$ cat config.mk
export PLATFORM = sky130hd
export DESIGN_NAME = pipeline_skid_register
export DESIGN_NICKNAME = d
export VERILOG_FILES = /design/src/rtl/pipeline_skid_register_pkg.sv /design/src/rtl/pipeline_skid_register_entry.sv /design/src/rtl/pipeline_skid_register.sv
export SDC_FILE = /design/constraint.sdc
export NUM_CORES = 1
export LEC_CHECK = 0
export CAP_MARGIN = 5
export CORE_ASPECT_RATIO = 0.75
export CORE_MARGIN = 2
export CORE_UTILIZATION = 25
export DETAILED_ROUTE_END_ITERATION = 8
export HOLD_SLACK_MARGIN = 0.12
export SKIP_LAST_GASP = 1
export SYNTH_ARGS = -nofsm -noshare
export SYNTH_HDL_FRONTEND = slang
export SYNTH_HIERARCHICAL = 1
export SYNTH_SLANG_ARGS = --single-unit
export TNS_END_PERCENT = 5
$ cat constraint.sdc
create_clock -name clock -period 2.05 [get_ports clock]
set_clock_uncertainty 0.2 [all_clocks]
set_input_delay 0.615 -clock clock [delete_from_list [all_inputs] [get_ports clock]]
set_output_delay 0.615 -clock clock [all_outputs]
set_load 0.005 [all_outputs]
$ cat src/rtl/pipeline_skid_register_pkg.sv
// ---------------------------------------------------------------------------
// pipeline_pkg
//   Shared types and helpers for the pipeline skid register slice.
//   - skid_state_t : occupancy state (EMPTY/BUSY/FULL = 0/1/2 held beats)
//   - lane_t       : widest supported lane; callers zero-extend into it and
//                    slice their own WIDTH back out
//   - apply_mask() : zeroes one lane when its mask bit is clear
// ---------------------------------------------------------------------------
package pipeline_pkg;

    typedef enum logic [1:0] {
        EMPTY = 2'd0,
        BUSY  = 2'd1,
        FULL  = 2'd2
    } skid_state_t;

    localparam int unsigned LANE_MAX = 64;

    typedef logic [LANE_MAX-1:0] lane_t;

    function automatic lane_t apply_mask(input lane_t lane, input logic en);
        return en ? lane : '0;
    endfunction

endpackage

$ cat src/rtl/pipeline_skid_register_entry.sv
// ---------------------------------------------------------------------------
// skid_entry
//   One storage slot: data + mask + valid, with load enable and clear.
//   Ports:
//     clock    in   rising-edge clock
//     reset    in   asynchronous active-low reset (clears data, mask, valid)
//     i_load   in   capture i_data/i_mask and mark valid
//     i_clear  in   invalidate the slot (wins over i_load; data kept)
//     i_data   in   LANES*WIDTH payload
//     i_mask   in   LANES lane-active bits
//     o_data   out  stored payload (unmasked)
//     o_mask   out  stored mask
//     o_valid  out  slot holds a beat
// ---------------------------------------------------------------------------
module skid_entry #(
    parameter int unsigned WIDTH = 8,
    parameter int unsigned LANES = 4
) (
    input  logic                   clock,
    input  logic                   reset,
    input  logic                   i_load,
    input  logic                   i_clear,
    input  logic [LANES*WIDTH-1:0] i_data,
    input  logic [LANES-1:0]       i_mask,
    output logic [LANES*WIDTH-1:0] o_data,
    output logic [LANES-1:0]       o_mask,
    output logic                   o_valid
);

    logic [LANES*WIDTH-1:0] r_data;
    logic [LANES-1:0]       r_mask;
    logic                   r_valid;

    always_ff @(posedge clock or negedge reset) begin
        if (!reset) begin
            r_data  <= '0;
            r_mask  <= '0;
            r_valid <= 1'b0;
        end else if (i_clear) begin
            r_valid <= 1'b0;
        end else if (i_load) begin
            r_data  <= i_data;
            r_mask  <= i_mask;
            r_valid <= 1'b1;
        end
    end

    assign o_data  = r_data;
    assign o_mask  = r_mask;
    assign o_valid = r_valid;

endmodule

$ cat src/rtl/pipeline_skid_register.sv
// ---------------------------------------------------------------------------
// pipeline_skid_register
//   Multi-lane pipeline stage with valid/ready handshake, a 2-entry skid
//   buffer (main + skid), per-lane output masking and synchronous flush.
//   Ports:
//     clock      in   rising-edge clock
//     reset      in   asynchronous active-low reset
//     flush      in   synchronous flush; drops held beats and same-cycle input
//     in_valid   in   upstream beat present
//     in_ready   out  stage can accept (registered: !skid.valid)
//     in_data    in   LANES*WIDTH payload, lane i = [i*WIDTH +: WIDTH]
//     in_mask    in   per-lane active bits
//     out_valid  out  beat presented downstream
//     out_ready  in   downstream accepts
//     out_data   out  main payload with inactive lanes forced to 0
//     out_mask   out  mask of presented beat
//     occupancy  out  held beats: 0, 1 or 2
// ---------------------------------------------------------------------------
module pipeline_skid_register
    import pipeline_pkg::*;
#(
    parameter int unsigned WIDTH = 8,
    parameter int unsigned LANES = 4
) (
    input  logic                   clock,
    input  logic                   reset,
    input  logic                   flush,
    input  logic                   in_valid,
    output logic                   in_ready,
    input  logic [LANES*WIDTH-1:0] in_data,
    input  logic [LANES-1:0]       in_mask,
    output logic                   out_valid,
    input  logic                   out_ready,
    output logic [LANES*WIDTH-1:0] out_data,
    output logic [LANES-1:0]       out_mask,
    output logic [1:0]             occupancy
);

    skid_state_t r_state;
    skid_state_t w_state_nxt;

    logic                   w_main_load, w_main_clear, w_main_from_skid;
    logic                   w_skid_load, w_skid_clear;
    logic [LANES*WIDTH-1:0] w_main_din, w_main_data, w_skid_data;
    logic [LANES-1:0]       w_main_min, w_main_mask, w_skid_mask;
    logic                   w_main_valid, w_skid_valid;
    logic                   w_accept, w_emit;
    lane_t                  w_lane;

    assign in_ready  = !w_skid_valid;
    assign w_accept  = in_valid && !w_skid_valid;
    assign w_emit    = w_main_valid && out_ready;

    // Main refills from skid on a FULL drain, otherwise from the input.
    assign w_main_din = w_main_from_skid ? w_skid_data : in_data;
    assign w_main_min = w_main_from_skid ? w_skid_mask : in_mask;

    always_ff @(posedge clock or negedge reset) begin
        if (!reset) begin
            r_state <= EMPTY;
        end else begin
            r_state <= w_state_nxt;
        end
    end

    always_comb begin
        w_state_nxt      = r_state;
        w_main_load      = 1'b0;
        w_main_clear     = 1'b0;
        w_main_from_skid = 1'b0;
        w_skid_load      = 1'b0;
        w_skid_clear     = 1'b0;
        if (flush) begin
            w_state_nxt  = EMPTY;
            w_main_clear = 1'b1;
            w_skid_clear = 1'b1;
        end else begin
            unique case (r_state)
                EMPTY: begin
                    if (w_accept) begin
                        w_main_load = 1'b1;
                        w_state_nxt = BUSY;
                    end
                end
                BUSY: begin
                    if (w_accept && w_emit) begin
                        w_main_load = 1'b1;
                    end else if (w_accept) begin
                        w_skid_load = 1'b1;
                        w_state_nxt = FULL;
                    end else if (w_emit) begin
                        w_main_clear = 1'b1;
                        w_state_nxt  = EMPTY;
                    end
                end
                FULL: begin
                    if (w_emit) begin
                        w_main_load      = 1'b1;
                        w_main_from_skid = 1'b1;
                        w_skid_clear     = 1'b1;
                        w_state_nxt      = BUSY;
                    end
                end
                default: begin
                    w_state_nxt  = EMPTY;
                    w_main_clear = 1'b1;
                    w_skid_clear = 1'b1;
                end
            endcase
        end
    end

    skid_entry #(.WIDTH(WIDTH), .LANES(LANES)) u_main (
        .clock   (clock),
        .reset   (reset),
        .i_load  (w_main_load),
        .i_clear (w_main_clear),
        .i_data  (w_main_din),
        .i_mask  (w_main_min),
        .o_data  (w_main_data),
        .o_mask  (w_main_mask),
        .o_valid (w_main_valid)
    );

    skid_entry #(.WIDTH(WIDTH), .LANES(LANES)) u_skid (
        .clock   (clock),
        .reset   (reset),
        .i_load  (w_skid_load),
        .i_clear (w_skid_clear),
        .i_data  (in_data),
        .i_mask  (in_mask),
        .o_data  (w_skid_data),
        .o_mask  (w_skid_mask),
        .o_valid (w_skid_valid)
    );

    // Mask applied on the output path only; stored data stays whole.
    always_comb begin
        out_data = '0;
        w_lane   = '0;
        for (int unsigned i = 0; i < LANES; i++) begin
            w_lane = apply_mask(lane_t'(w_main_data[i*WIDTH +: WIDTH]), w_main_mask[i]);
            out_data[i*WIDTH +: WIDTH] = w_lane[WIDTH-1:0];
        end
    end

    assign out_valid = w_main_valid;
    assign out_mask  = w_main_mask;
    assign occupancy = r_state;

endmodule
== Word-level counts from Yosys, hierarchy flattened ==
Cells that the tools add are included.

* Equality and inequality tests: 6
* Mux-type cells: 33
* Bitwise operators: 2
* Reduce and logical (&&, ||, !) cells: 12

{| class="wikitable"
|+ Operator list
! cell !! number
|-
| 2-to-1 mux 32 bit || 1
|-
| 2-to-1 mux 8 bit || 4
|-
| 2-to-1 mux 1 bit || 17
|-
| 2-to-1 mux 2 bit || 6
|-
| inequality test 3 bit, second input constant || 3
|-
| one-hot mux 2 bit (3 select lines) || 1
|-
| 2-to-1 mux 4 bit || 1
|-
| inequality test 4 bit, second input constant || 1
|-
| one-hot mux 1 bit (2 select lines) || 2
|-
| AND reduction 2 bit || 2
|-
| AND reduction 4 bit || 1
|-
| nonzero test 2 bit || 2
|-
| OR reduction 2 bit || 2
|-
| logical AND 1 bit || 3
|-
| one-hot mux 1 bit (3 select lines) || 1
|-
| equality test 2 x 1 -> 1 bit, second input constant || 1
|-
| equality test 2 bit, second input constant || 1
|-
| zero test 2 bit || 1
|-
| inverter 1 bit || 2
|-
| zero test 1 bit || 1
|}

* Flip-flop bits (word level): 76
* Input port bits: 41
* Logic and storage cells: 60

== Logic depth before layout (Yosys ltp) ==
Gate-level depths: netlist (run 1).

* Depth after elaboration: 8
* Gate-level depth with buffers: 8

== By module ==
The synthesis (run 1) kept the hierarchy.

{| class="wikitable"
|+ Modules (own cells, without submodules)
! module !! instances !! cells each !! area an instance (um2)
|-
| skid_entry || 2 || 80 || 1545.2
|-
| pipeline_skid_register || 1 || 97 || 834.6
|}

== Worst setup path before layout (run 1) ==
OpenSTA, ideal clock, no wires.

* Kind: input to register
* Start point: in in_valid
* End point: reg u_main.r_data[0], in the netlist u_main/o_data[0]
* Arrival: 1.949 ns
* Data required time: 1.725 ns
* Slack: -0.224 ns
* Stages on the path: 7
* Path buffers: 2
* Path through: nor3b_1 o21ai_0 a21oi_1 nor2b_4 buf_12 buf_12 mux2_4

* Elaborated cells on any way between the ends: 12
* Those cells by class: mux: 8; bitwise: 1; reduce/logical: 3

{| class="wikitable"
|+ RTL lines
! what !! line !! text
|-
| start, declared || pipeline_skid_register.sv:28 || <nowiki>input logic in_valid,</nowiki>
|-
| logical AND 1 bit * || pipeline_skid_register.sv:51 || <nowiki>assign w_accept = in_valid && !w_skid_valid;</nowiki>
|-
| logical AND 1 bit || pipeline_skid_register.sv:86 || <nowiki>if (w_accept && w_emit) begin</nowiki>
|-
| 2-to-1 mux 1 bit || pipeline_skid_register.sv:86 ||
|-
| one-hot mux 1 bit (3 select lines) * || pipeline_skid_register.sv:78 || <nowiki>unique case (r_state)</nowiki>
|-
| 2-to-1 mux 1 bit * || pipeline_skid_register.sv:73 || <nowiki>if (flush) begin</nowiki>
|-
| named net w_main_load || pipeline_skid_register.sv:42 || <nowiki>logic w_main_load, w_main_clear, w_main_from_skid;</nowiki>
|-
| AND reduction 2 bit (no source line) * || -- ||
|-
| end signal, assigned || pipeline_skid_register_entry.sv:42 || <nowiki>r_data <= i_data;</nowiki>
|-
| end, declared || pipeline_skid_register_entry.sv:30 || <nowiki>logic [LANES*WIDTH-1:0] r_data;</nowiki>
|}

The timed path passes the listed nets; every way through them passes the cells marked *.
A chain may end at the register's enable or synchronous reset.

== Worst setup path after layout (run 1) ==
* Start point: reg u_main.r_mask[2], in the netlist u_main/o_mask[2]
* End point: out out_data[23]

* Word-level cells in the longest chain between the ends: 1

{| class="wikitable"
|+ RTL lines
! what !! line !! text
|-
| start, declared || pipeline_skid_register_entry.sv:31 || <nowiki>logic [LANES-1:0] r_mask;</nowiki>
|-
| start signal, assigned || pipeline_skid_register_entry.sv:43 || <nowiki>r_mask <= i_mask;</nowiki>
|-
| 2-to-1 mux 8 bit || pipeline_skid_register_pkg.sv:22 || <nowiki>return en ? lane : '0;</nowiki>
|-
| end, declared || pipeline_skid_register.sv:34 || <nowiki>output logic [LANES*WIDTH-1:0] out_data,</nowiki>
|}

Every way passes these cells.

==> flow_summary.yaml, run 1 <==
final_layout:
  nets: 429
  drive_above_1_share: 0.500
  antenna_cells: 0
  fillers: 1453
  final_area_um2: 5830
  syn_to_final_growth_pct: 48.5
floorplanning:
  die_x_um: 149
  ioPinCount: 81
  row_count: 39
  die-height_um: 113
  start_util: 0.257
  fp.dieArea_um2: 16700
  core-area_um2: 15300
cts:
  h-tree-depth: 3
  cts.sinks: 76
  cts_buffers: 9
  cts_tree: "yes"
  cts_buffer_depth: 2
  path_clk_slew_ps: 60
  root_buffer: "clkbuf_16"
  clkLatencyLatePin_ps: 330
route:
  drc: 0
  drt-wirelength-per-cell_um: 16.3
  drtIter0Drc: 63
  vias: 2491
  wirelength_um: 9730
  drtPass1Iterations: 4
  ant_nets: 0
  vias_per_cell: 4.17
setup_path:
  crit_path_max_fanout: 4
  cp-start-kind: "flip-flop"
  path_class: "reg -> out"
  cp_slowest_stage_delay_ps: 410
  arrival_ps: 1360
  crit_chain: "buf_6 > buf_6 > and2_1 > dlygate4sd2_1"
  rr_startpoint: "u_skid/o_valid$_DFFE_PN0P_"
  cp_data_required_time_ps: 1230
  end_kind: "output port"
  setup.worst_path.start: "u_main/o_mask[2]$_DFFE_PN0P_"
  cp_slowest_cell: "dfrtp_2"
  crit_top_cell: "buf_6"
yosys:
  synthSimpleGateAreaFrac: 0.0842
  ys_warn_count: 6
  ys_ff_latch: 76
  avgSynthCellArea_um2: 15.3
  synth-xor-area-share: 0
  synth_top_flop_cell: "dfrtp_1"
  synth_most_common_cell: "dfrtp_1"
  synth_top_cell_by_area: "dfrtp_1"
  synth_edf_count: 0
  syn-num-nets: 298
  synth-adder-area-share: 0
  netlist_instances: 257
  synth_compound_area_frac: 0.0118
  muxShareOfSynthArea: 0.367
  synth_seq_area_share: 0.485
  async_reset_ff_frac: 1.00
  synth_top_family_by_area: "multiplexers"
  netlist_top_cells_area: "dfrtp_1, mux2_4, mux2_2, and2_1, buf_12"
  synth_area_um2: 3930
  yosysTopAreaCellShare: 0.485
  synthDistinctLibCells: 24
  synth.top_cells.by_count: "dfrtp_1, mux2_4, mux2_2, and2_1, buf_12"
sta:
  setup_ws_ps: -122
  max_slew_margin: 0.709
  fmax_mhz: 461
  setup_viol: 110
  rsz0062_at_grt: "true"
  hold_violations: 0
  worstMarginPinSlew_ps: 437
  min_period_ps: 2170
  post-route-period-util: 1.06
  slew_violations: 0
pwr:
  intPower_mw: 4.13
  power.share.switching: 0.250
  p_total_mw: 5.50
  leakagePower_nw: 2.62
  p_per_area_nw_per_um2: 944
  clkPwrFrac: 0.288
  p_sw_mw: 1.38
  p_comb_frac: 0.308
  peakVddDrop_v: 0.000375
  power_frac_seq: 0.404
grt:
  antenna_found_initial: 0
  overflow: 0
  grt_usage: 0.120
  grt_start_max_net_pins: 77
  grt_first_pass_wirelength_um: 15200
  grt_pass1_vias: 2695
placement:
  hpwl_um: 5510
  place.port_buffers: 80
  dpl_cell_area_um2: 5080
  gp_congestion: 0.769
flow_run:
  cap_violations: 0
min_path:
  hold_class: "in -> async"
outcome:
  status: "finished, violations left"
  violations: "negative setup slack"
repair_timing:
item                                    CTS  global route
endpoints found under the setup margin  112           111
pin swaps                                 4             4
resized for setup                        73             2
cloned                                    6             1
hold buffers                              0             0
buffers inserted                         24             1
state kept, by name, indices dropped and copies added (netlist names):
name and count:
u_skid/o_valid 1, u_main/o_data 32, occupancy 2, u_skid/o_data 32
u_main/o_valid 1, u_skid/o_mask 4, u_main/o_mask 4
logic make-up (layout without fill, tap and decap cells):
| kind of cell | count (synthesis) | count (layout) |
|---|---|---|
| mux | 108 | 108 |
| flops | 76 | 76 |
| simple gates | 51 | 51 |
| buf+inv | 14 | 149 |
| compound gates | 8 | 8 |
final timing paths:
check | cells past startpoint | end | slack [ps]
min in group clock | 1 | u_skid/o_data[31]$_DFFE_PN0P_ | 300
max in group asynchronous | 2 | u_main/o_mask[1]$_DFFE_PN0P_ | 1180
min reg2reg | 1 | u_skid/o_data[31]$_DFFE_PN0P_ | 300
min | 2 | u_skid/o_data[28]$_DFFE_PN0P_ | 100
max | 4 | out_data[23] | -120
max reg2reg | 8 | u_main/o_data[0]$_DFFE_PN0P_ | -110
power by group through the flow:
stage	Sequential (mW)	Clock [mW]	Combinational (mW)
6_report	2.22	1.58	1.70
5_1_grt	2.28	1.71	1.84
3_5_place_dp	2.29	0	1.57
3_3_place_gp	2.28	0	1.55
4_1_cts	2.22	1.64	1.73
2_1_floorplan	2.18	0	0.922
metrics by stage:
stage	cells	util	setup TNS (ps)	hold slack [ps]	setup WS, ps
after floorplan	257	-	-4430	119	-76.7
after global placement	550	0.333	-49140	285	-734
after detailed placement	550	0.333	-50750	288	-729
after CTS	595	0.379	-9190	121	-147
after global routing	597	0.382	-16230	132	-212
final	597	0.382	-6600	95.9	-122
cell usage in the layout (no fill, tap or decap), types with 2 or more instances in the layout:
master | Yosys | routed
buf_4 | 0 | 29
clkdlybuf4s50_1 | 0 | 42
clkbuf_16 | 0 | 10
dfrtp_1 | 76 | 71
dfrtp_2 | 0 | 5
mux2_4 | 60 | 71
and2_1 | 33 | 31
buf_16 | 0 | 6
nor3_4 | 1 | 2
clkinv_2 | 0 | 3
inv_1 | 2 | 2
nor2_1 | 4 | 4
o21ai_1 | 0 | 2
dlygate4sd2_1 | 0 | 32
nand2b_1 | 2 | 2
buf_12 | 8 | 12
clkdlybuf4s15_1 | 0 | 3
mux2_2 | 48 | 37
buf_6 | 3 | 6
nor2b_4 | 2 | 2
and2_4 | 0 | 2
a21oi_2 | 0 | 2
routing by layer:
| layer | track usage | vias up | part of all wire |
|---|---|---|---|
| met1 | 0.172 | 1252 | 0.50 |
| met2 | 0.177 | 62 | 0.44 |
| met4 | 0.0305 | 0 | 0.010 |
| li1 | - | 1163 | - |
| met5 | 0 | - | 0 |
| met3 | 0.0366 | 14 | 0.049 |
critical path: cells and delay by family (launching register included):
kind	cells	cell delay (ps)
buffers and inverters	3	500
DFF	1	410
and+or+nand+nor	1	120
area by class of cell:
class	count	area, um^2	area share
Clock buffer	10	239	0.0410
Sequential cell	76	1910	0.327
Timing Repair Buffer	132	1460	0.250
Inverter	2	7.51	0.00129
Clock inverter	5	52.6	0.00901
Multi-Input combinational cell	167	1910	0.327
Tap cell	205	256	0.0440
(Power assumes the default switching activity.)
==> run 2: changes to the inputs <==
CTS_CLUSTER_DIAMETER = 50   (was default)
==> results of run 2 <==
Final layout, timing and power as in run 1 (identical DEF).
